File: src/rtl/uart_line_reader.sv
// uart_line_reader: drains the UART RX FIFO and assembles CR-terminated ASCII
// lines into a local buffer, handing each completed line downstream through a
// valid/ack handshake with registered random-access byte reads.
//
// Ports:
//   clk, reset       system clock, asynchronous active-high reset
//   rx_empty, r_data UART RX FIFO status and head byte
//   rd_uart          FIFO pop strobe (combinational)
//   line_valid       a completed line is held in the buffer
//   line_len         byte count of the held line (terminator excluded)
//   rd_addr, rd_byte buffer read port, one-cycle latency
//   line_ack         downstream releases the held line
//   prompt_tick      one-cycle pulse per prompt byte popped
//   e_ovf, clr_err   sticky overflow flag and its clear
module uart_line_reader #(
  parameter int unsigned ADDR_W = 5,
  parameter logic [7:0]  TERM   = 8'h0D,
  parameter logic [7:0]  SKIP   = 8'h0A,
  parameter logic [7:0]  PROMPT = 8'h3E
) (
  input  logic              clk,
  input  logic              reset,
  input  logic              rx_empty,
  input  logic [7:0]        r_data,
  output logic              rd_uart,
  output logic              line_valid,
  output logic [ADDR_W:0]   line_len,
  input  logic [ADDR_W-1:0] rd_addr,
  output logic [7:0]        rd_byte,
  input  logic              line_ack,
  output logic              prompt_tick,
  output logic              e_ovf,
  input  logic              clr_err
);

  localparam int unsigned    DEPTH = 1 << ADDR_W;
  localparam logic [ADDR_W:0] FULL = (ADDR_W+1)'(DEPTH);

  typedef enum logic {
    COLLECT = 1'b0,
    HOLD    = 1'b1
  } state_e;

  state_e          state_q, state_d;
  logic [ADDR_W:0] count_q, count_d;
  logic [ADDR_W:0] line_len_q, line_len_d;
  logic            line_valid_q, line_valid_d;
  logic            prompt_tick_q, prompt_tick_d;
  logic            e_ovf_q, e_ovf_d;
  logic [7:0]      rd_byte_q;
  logic            pop;
  logic            wr_en;
  logic            close_line;

  logic [7:0] mem [DEPTH];

  // Next-state and byte classification; SKIP is checked first so it can never
  // be mistaken for a terminator or stored.
  always_comb begin
    state_d       = state_q;
    count_d       = count_q;
    line_len_d    = line_len_q;
    line_valid_d  = line_valid_q;
    prompt_tick_d = 1'b0;
    e_ovf_d       = e_ovf_q & ~clr_err;
    pop           = 1'b0;
    wr_en         = 1'b0;
    close_line    = 1'b0;

    unique case (state_q)
      COLLECT: begin
        pop = ~rx_empty;
        if (pop) begin
          if (r_data == SKIP) begin
            close_line = 1'b0;
          end else if (r_data == TERM) begin
            close_line = (count_q != '0);
          end else if (r_data == PROMPT) begin
            prompt_tick_d = 1'b1;
            close_line    = (count_q != '0);
          end else if (count_q != FULL) begin
            wr_en   = 1'b1;
            count_d = count_q + (ADDR_W+1)'(1);
          end else begin
            // Buffer full: drop the byte but keep the line open.
            e_ovf_d = 1'b1;
          end
        end
        if (close_line) begin
          line_len_d   = count_q;
          line_valid_d = 1'b1;
          state_d      = HOLD;
        end
      end
      HOLD: begin
        if (line_ack) begin
          line_valid_d = 1'b0;
          count_d      = '0;
          state_d      = COLLECT;
        end
      end
    endcase
  end

  // Control and status registers.
  always_ff @(posedge clk or posedge reset) begin
    if (reset) begin
      state_q       <= COLLECT;
      count_q       <= '0;
      line_len_q    <= '0;
      line_valid_q  <= 1'b0;
      prompt_tick_q <= 1'b0;
      e_ovf_q       <= 1'b0;
      rd_byte_q     <= 8'h00;
    end else begin
      state_q       <= state_d;
      count_q       <= count_d;
      line_len_q    <= line_len_d;
      line_valid_q  <= line_valid_d;
      prompt_tick_q <= prompt_tick_d;
      e_ovf_q       <= e_ovf_d;
      rd_byte_q     <= mem[rd_addr];
    end
  end

  // Line buffer storage; intentionally not reset.
  always_ff @(posedge clk) begin
    if (wr_en) begin
      mem[count_q[ADDR_W-1:0]] <= r_data;
    end
  end

  assign rd_uart     = pop;
  assign line_valid  = line_valid_q;
  assign line_len    = line_len_q;
  assign rd_byte     = rd_byte_q;
  assign prompt_tick = prompt_tick_q;
  assign e_ovf       = e_ovf_q;

endmodule

File: config.mk
export PLATFORM = sky130hd
export DESIGN_NAME = uart_line_reader
export DESIGN_NICKNAME = d
export VERILOG_FILES = /design/src/rtl/uart_line_reader.sv
export SDC_FILE = /design/constraint.sdc
export NUM_CORES = 1
export LEC_CHECK = 0
export CAP_MARGIN = 25
export CELL_PAD_IN_SITES_DETAIL_PLACEMENT = 0
export CELL_PAD_IN_SITES_GLOBAL_PLACEMENT = 1
export CORE_UTILIZATION = 40
export CTS_CLUSTER_DIAMETER = 60
export DETAILED_ROUTE_END_ITERATION = 8
export PLACE_DENSITY_LB_ADDON = 0.1
export REMOVE_ABC_BUFFERS = 1
export SYNTH_ARGS = -nofsm -noshare
export SYNTH_HDL_FRONTEND = slang
export SYNTH_SLANG_ARGS = --single-unit
File: constraint.sdc
create_clock -name clk -period 2.35 [get_ports clk]
set_input_delay 0.47 -clock clk [delete_from_list [all_inputs] [get_ports clk]]
set_output_delay 0.47 -clock clk [all_outputs]
set_load 0.02 [all_outputs]
## Word-level counts from Yosys, hierarchy flattened

Memories as Yosys holds them, arrays and structs flattened. A register that Yosys moved wholly into a read port is not among the register bits.
Index checks and enable logic that the tools add are counted.
Widths: inputs -> output; s select.

- Input port bits: 18
- Memory bits (writable): 256
- Output and inout bits: 18
- Register bits after elaboration: 16
- Word-level logic and storage cells: 65
- Memories: 1

- Add/subtract/negate cells: 1
- Mux-type cells: 38
- Reductions and logical operators: 4
- Equal/unequal tests: 11
- Bitwise operators: 4

Memory list:

| name | depth | bits a word | read ports | clocked after Yosys merged registers in | wr ports | RTL line | text |
|---|---|---|---|---|---|---|---|
| mem | 32 | 8 | 1 | 1 | 1 | 55 | `logic [7:0] mem [DEPTH];` |

Operators by type and width:

| cell | count |
|---|---|
| $mux 6 | 6 |
| $mux 1 | 29 |
| $eq 8x4->1 const B | 2 |
| $ne 2x2->1 const B | 7 |
| $pmux 6 s2 | 1 |
| $eq 8x6->1 const B | 1 |
| $add 6x1->6 const B | 1 |
| $ne 6x6->1 const B | 1 |
| $reduce_and 6->1 | 1 |
| $reduce_bool 6->1 | 1 |
| $pmux 1 s2 | 2 |
| $reduce_and 2->1 | 2 |
| $not 1->1 | 3 |
| $and 1x1->1 | 1 |

## Longest topological paths before layout

Gate-level depths: netlist of the first run.

- Depth in word-level cells: 9
- Mapped depth: 6
- Gate-level depth less buffers: 6

## Worst setup path after synthesis of the first run

No wires, ideal clock.

- Kind: in2reg
- Start point: input port rx_empty
- End point: memory mem[19][0] (enable)
- Slack: -0.459 ns
- Arrival: 2.415 ns
- Required time: 1.955 ns
- Library setup time: 0.395 ns
- Stages: 6
- Buffers on the path: 2
- Cell sequence: nor2_1 > o41a_1 > buf_2 > nand2_1 > buf_4 > nor4_1

- Longest elaborated chain between the ends: 4

Ends and longest elaborated chain:

| item | RTL line | text |
|---|---|---|
| from (decl) | 23 | `input logic rx_empty,` |
| $mux 1 | 73 | `if (pop) begin` |
| $mux 1 | 70 | `unique case (state_q)` |
| $mux 1 | 128 | `if (wr_en) begin` |
| $mux 1 (implied by the code) | 129 | `mem[count_q[ADDR_W-1:0]] <= r_data;` |
| to (decl) | 55 |  |

Every way passes these cells.

## Final worst setup path of the first run

- Start point: input port r_data[1]
- End point: memory mem[5][1] (enable)

- Longest elaborated chain between the ends: 8
- Elaborated cells between the ends (all ways): 10
- Those cells by class: eq/ne (3); mux (7)

Ends and longest elaborated chain:

| item | RTL line | text |
|---|---|---|
| from (decl) | 24 | `input logic [7:0] r_data,` |
| $eq 8x6->1 | 78 | `end else if (r_data == PROMPT) begin` |
| $mux 1 | 78 |  |
| $mux 1 | 76 | `end else if (r_data == TERM) begin` |
| $mux 1 (*) | 74 | `if (r_data == SKIP) begin` |
| $mux 1 (*) | 73 |  |
| $mux 1 (*) | 70 |  |
| $mux 1 (*) | 128 |  |
| $mux 1 (implied by the code) (*) | 129 |  |

Every way passes the cells marked *; elsewhere a longest branch is shown, timed or not.

==> results of run 1 <==
## cell usage after synthesis
library cell  count  share of area (%)
mux2i_1           6               0.55
o41a_1            1               0.10
nor4_1            6               0.34
nor3_1           22                1.0
or4b_1            1              0.091
or3_1             1              0.057
buf_4             7               0.48
buf_1            10               0.34
buf_2             2              0.091
and3_1            5               0.29
nor2b_1           1              0.057
a211oi_2          1               0.11
nand3_1           8               0.37
nand4_1           3               0.17
a21o_1            2               0.14
clkbuf_1          7               0.24
dfrtp_1          24                5.5
nand3b_1          1              0.069
o2111ai_1         1              0.080
nor2_1           10               0.34
mux2_2           14                1.4
inv_1             7               0.24
ha_1              4               0.46
mux4_2           80                 16
nand2b_1          4               0.23
o22ai_1           1              0.057
edfxtp_1        256                 70
nand2_1          13               0.45
buf_6             1               0.10
## sequential cells by signal, indices dropped and copies added (netlist names)
name         count
line_len         6
state_q          1
mem            256
count_q          6
prompt_tick      1
rd_byte          8
e_ovf            1
line_valid       1
## worst max-delay path, stage by stage
cell	delay, ns
dlygate4sd2_1	0.26
buf_6	0.14
or4b_4	0.54
o41a_1	0.39
buf_4	0.18
nand4_1	0.17
buf_4	0.16
nor3_1	0.04
buf_4	0.19
## logic make-up after synthesis
| logic type | Yosys count | synth area share (%) |
|---|---|---|
| adder cells (fa/ha/maj) | 4 | 0.457 |
| AND/OR/NAND/NOR | 75 | 3.46 |
| AO/OA/AOI/OAI | 6 | 0.491 |
| multiplexers | 100 | 18.4 |
| flip-flops | 280 | 75.7 |
| buffers and inverters | 34 | 1.50 |
## cells in the final DEF (no fill, tap or decap), types with 2 or more instances in the layout
cell type        count
nor4_2               5
dfrtp_1             24
nand2b_1             4
nor3_1              19
mux2i_1              6
nor3_2               3
nor2_1               8
nor2_2               2
dlymetal6s2s_1       3
nand4_1              3
clkbuf_1             9
clkbuf_8             3
clkinv_1             3
mux4_2              80
a21o_1               2
buf_2                2
ha_1                 4
dlygate4sd2_1        3
bufinv_16            2
clkinv_2             3
inv_1                7
buf_4               62
and3_1               4
buf_12              23
mux2_2              14
nand3_1              8
clkbuf_16           31
nand2_1             13
edfxtp_1           256
clkdlybuf4s50_1     27
## final cells by class
class	count	share of cell area (%)
clock buffer	43	6.27
inverter	7	0.194
sequential	280	61.1
multi-input combinational	185	19.0
clock inverter	11	0.839
timing repair buffer	121	9.45
tap	341	3.15
## worst max-delay path by stage
stage	startpoint	endpoint	slack, ns	cells after the start
after floorplan	rx_empty	mem[16][0]	-0.47	4
after global placement	r_data[4]	mem[28][3]	-0.83	7
after detailed placement	r_data[4]	mem[11][2]	-0.88	6
after CTS	r_data[5]	mem[13][1]	-0.05	7
after global routing	r_data[6]	mem[29][7]	0.02	7
final	r_data[1]	mem[5][1]	0.08	9
## power groups by stage
stage	Sequential [mW]	Combinational [mW]	Clock [mW]
final	5.97	1.68	4.54
after CTS	5.97	1.68	4.67
after detailed placement	6.08	1.66	0
after floorplan	6.10	0.662	0
after global placement	6.06	1.65	0
after global routing	6.00	1.81	4.83
## stage by stage
step           worst slack [ns]  total power, mW  std cells  setup TNS, ns
6_report                 0.0820             12.2        988              0
2_1_floorplan            -0.466             6.76        472         -44.25
4_1_cts                 -0.0466             12.3        988         -0.702
3_3_place_gp             -0.827             7.71        932        -183.50
3_5_place_dp             -0.881             7.74        934        -177.88
5_1_grt                  0.0170             12.6        988              0
## layer usage
layer	routed length, µm	GRT usage [%]
met4	389	4.47
met5	0	0
met1	11000	26.9
met3	1500	2.86
met2	11200	27.8
## timing repair
action,4_1_cts,5_1_grt
resized for setup,11,8
pin swaps,2,1
endpoints found under the setup margin,224,129
==> impl_results.md, run 1 <==
- Max Clock Skew: about 0.012 ns
- Initial Util: between 40% and 50%
- CTS Sinks: 280
- Worst-Skew Late Latency: 0.54 ns
- DP Area: 12500 µm²
- Layout area overhead: 23.8%
- Reg2Reg Setup Slack: 0.18 ns
- Vias in the first global route: 5630
- Via Count: between 5000 and 6000
- CTS tree: built
- Setup CP Type: in -> reg
- Syn Inst Count: between 400 and 500
- Clock-pin slew on the worst setup and hold paths: 0.06 ns
- Core area: approximately 27000 µm²
- Initial antenna violation count: 1
- Crit start category: primary input
- Post-CTS Repair Setup Buffers: 0
- Die Ht: approximately 170 µm
- Number of hold buffers added after CTS: 0
- Average wire per standard cell: roughly 24 µm
- Initial DRT Pass Iterations: 4
- Share of power burned in the clock network: between 30% and 40%
- Root Driver: clkbuf_16
- Status: complete, no violations
- Int Pwr: slightly above 9 mW
- Flop pwr share: 49.0%
- Hold WC Path Type: in -> async
- P per Cell Area: 899 nW/µm²
- Cts bufs inserted: 30
- Psw: between 2 and 3 mW
- Share of layout cells above drive strength 1: 36.8%
- Relative slew slack: 53.5%
- Leakage power: about 4.6 nW
- Number of fill cells in the layout: between 2000 and 2500
- Reg2Reg Depth: 10
- Global placement routability congestion: 0.766
- Fmax: about 0.44 GHz
- Switching part of the total: a little under a quarter
- Area of the multi-input gates: between 2000 and 3000 µm²
- DRC Markers: 0
- Worst r2r dst: line_len[3]
- Crit path time final: around 2.3 ns
- Clock Tree Buf Depth: 3
- CP Data Required Time: ~2.6 ns
- Synth Area per Inst: ~22 µm²
- Final core occ: between 50% and 60%
- Fin Hold WS: 0.293 ns
- Number of buffers added on ports: 35
- Register area share after synthesis: 75.7%
- Combinational power share: 13.8%
- Total gr overflow: 0
- Final setup fails: 0
- N_diodes: 0
- Vias per std cell: about 5.4
- Post-Syn Area: about 11000 µm²
- CP endpoint kind: register
- Routed WL: 24100 µm
- Largest net degree at the start of global routing: 34
- Period utilization: 96.5%
- Flops & latches, synth: 280
- Io pins: 36
- Max VDD drop: a little under 0.5 mV
- Final Hold Vio Count: 0
- Arrival @ worst endpoint: roughly 2.6 ns
- RR Startpoint: count_q[0]
- CP Max Fanout: 8
- Gr usage total: 18.0%
- Synth warn: 0
- DP HPWL: roughly 17000 µm
- Final slew viol count: 0
- Register area: 8290 µm²
- ANT nets after route: 0
- Die width: 167 µm
- Die area: between 20000 and 30000 µm²
- First-pass GRT wire length: about 37000 µm
- CTS H-tree depth: 1
- Final instance area: 13600 µm²
- FP Rows: 60
- Worst-Margin Slew: approximately 0.7 ns
- Cell variety after synth: 29
- MaxCap Viol Count: 0
- Iteration-0 DRC Markers: ~380
- Layout Nets: ~650
- Unrepaired setup endpoints after global routing: false
Power figures use the tool's default switching activity.
==> inputs of run 2 (changes only) <==
ABC_CLOCK_PERIOD_IN_PS = 2350   (was unset)
PLACE_DENSITY = 0.64   (was unset)
PLACE_DENSITY_LB_ADDON = unset   (was 0.1)
==> impl_results.md, run 2 (same netlist as run 1, synthesis figures left out) <==
- Initial antenna violation count: 1
- Average wire per standard cell: around 24 µm
- Fin Hold WS: 0.289 ns
- ANT nets after route: 0
- Die Ht: roughly 170 µm
- Total design power: 12.8 mW
- Register area: 8290 µm²
- Number of fill cells in the layout: approximately 2100
- Final instance area: ~14000 µm²
- Crit path time final: 2.33 ns
- Setup CP Type: in -> reg
- Clock-pin slew on the worst setup and hold paths: roughly 0.070 ns
- Unrepaired setup endpoints after global routing: false
- Arrival @ worst endpoint: approximately 2.6 ns
- Hold WC Path Type: in -> async
- Final slew viol count: 0
- Via Count: roughly 5400
- CTS Sinks: 280
- Total gr overflow: 0
- Period utilization: 99.4%
- DP HPWL: 16400 µm
- Worst-Margin Slew: between 0.7 and 0.8 ns
- First-pass GRT wire length: approximately 36000 µm
- Clock Tree Buf Depth: 3
- Cts bufs inserted: 31
- Final Hold Vio Count: 0
- Iteration-0 DRC Markers: 477
- Placed Cells: slightly above 900
- Crit start category: primary input
- Max VDD drop: between 0.4 and 0.5 mV
- TNS Setup: 0 ns
- Io pins: 36
- Vias in the first global route: approximately 5700
- Root Driver: clkbuf_16
- Commonest cells after routing, fill and taps aside: 256 x edfxtp_1, 80 x mux4_2, 66 x buf_4, 31 x clkbuf_16, 27 x clkdlybuf4s50_1
- Initial Util: about two fifths
- Status: complete, no violations
- Fmax: 0.428 GHz
- Max Clock Skew: 0.0128 ns
- Leakage power: between 4 and 5 nW
- Final setup fails: 0
- Layout Nets: 643
- Die area: 28100 µm²
- Number of hold buffers added after CTS: 0
- CP endpoint kind: register
- CP Data Required Time: ~2.6 ns
- DRC Markers: 0
- Final non-filler cell total: around 990
- MaxCap Viol Count: 0
- Initial DRT Pass Iterations: 4
- Routed WL: between 20000 and 25000 µm
- Share of layout cells above drive strength 1: between 30% and 40%
- Layout area overhead: 24.2%
- Largest net degree at the start of global routing: 38
- Global placement routability congestion: about 0.82
- DP Area: 12400 µm²
- FP Rows: 60
- Die width: ~170 µm
- CTS tree: built
- Worst-Skew Late Latency: 0.54 ns
- P per Cell Area: between 900 and 1000 nW/µm²
- Vias per std cell: 5.46
- CP Max Fanout: 8
- Commonest non-fill, non-tap cell in the layout: edfxtp_1
- Number of buffers added on ports: 35
- Max FFs per register: 256
- Gr usage total: 17.7%
- Core area: 26900 µm²
- N_diodes: 0
- CTS H-tree depth: 1
- Relative slew slack: about 53%
- Area of the multi-input gates: approximately 2700 µm²
-- run 2: through the flow --
step           setup slack [ns]  utilization (%)
6_report                 0.0152             50.6
5_1_grt                 0.00155             50.6
4_1_cts                 0.00281             50.6
3_5_place_dp             -0.994             46.0
3_3_place_gp              -1.05             45.9
2_1_floorplan            -0.466                -
-- run 2: layout make-up --
class,instances,area share (%)
Clock buffer,33,5.91
Sequential cell,280,60.9
Clock inverter,24,2.15
Multi-Input combinational cell,185,19.5
Inverter,7,0.193
Tap cell,341,3.14
Timing Repair Buffer,116,8.20
-- run 2: repair_timing --
| item | 4_1_cts | 5_1_grt |
|---|---|---|
| buffers inserted | 1 | 0 |
| setup endpoints to repair | 236 | 110 |
| pin swaps | 1 | 1 |
| resized for setup | 32 | 4 |
-- run 2: worst paths after layout --
path / start / endpoint / slack (ns) / cells past startpoint
max: r_data[5] / mem[9][7] / 0.02 / 9
min: reset / line_len[4] / 0.29 / 3
max reg2reg: state_q / mem[17][3] / 0.14 / 7
min reg2reg: line_valid / line_valid / 0.49 / 1
max in group asynchronous: reset / rd_byte[4] / 1.79 / 3
min in group clk: line_valid / line_valid / 0.49 / 1
-- run 2: metal layers --
layer | track usage (%) | part of all wire (%)
met1 | 25.8 | 44
met2 | 28.2 | 48
met3 | 2.41 | 5.8
met4 | 4.75 | 2.0
met5 | 0 | 0
-- run 2: critical path, cell delays in order --
cell           delay, ns
dlygate4sd2_1       0.30
buf_4               0.18
or4b_1              0.49
o41a_1              0.44
buf_6               0.18
nand4_1             0.13
buf_4               0.17
nor3_1              0.05
buf_4               0.20
-- run 2: power by group --
group / internal, mW / switching [mW] / total (mW)
registers: 5.80 / 0.108 / 5.91
logic: 0.796 / 1.06 / 1.86
clock network: 3.06 / 2.00 / 5.06
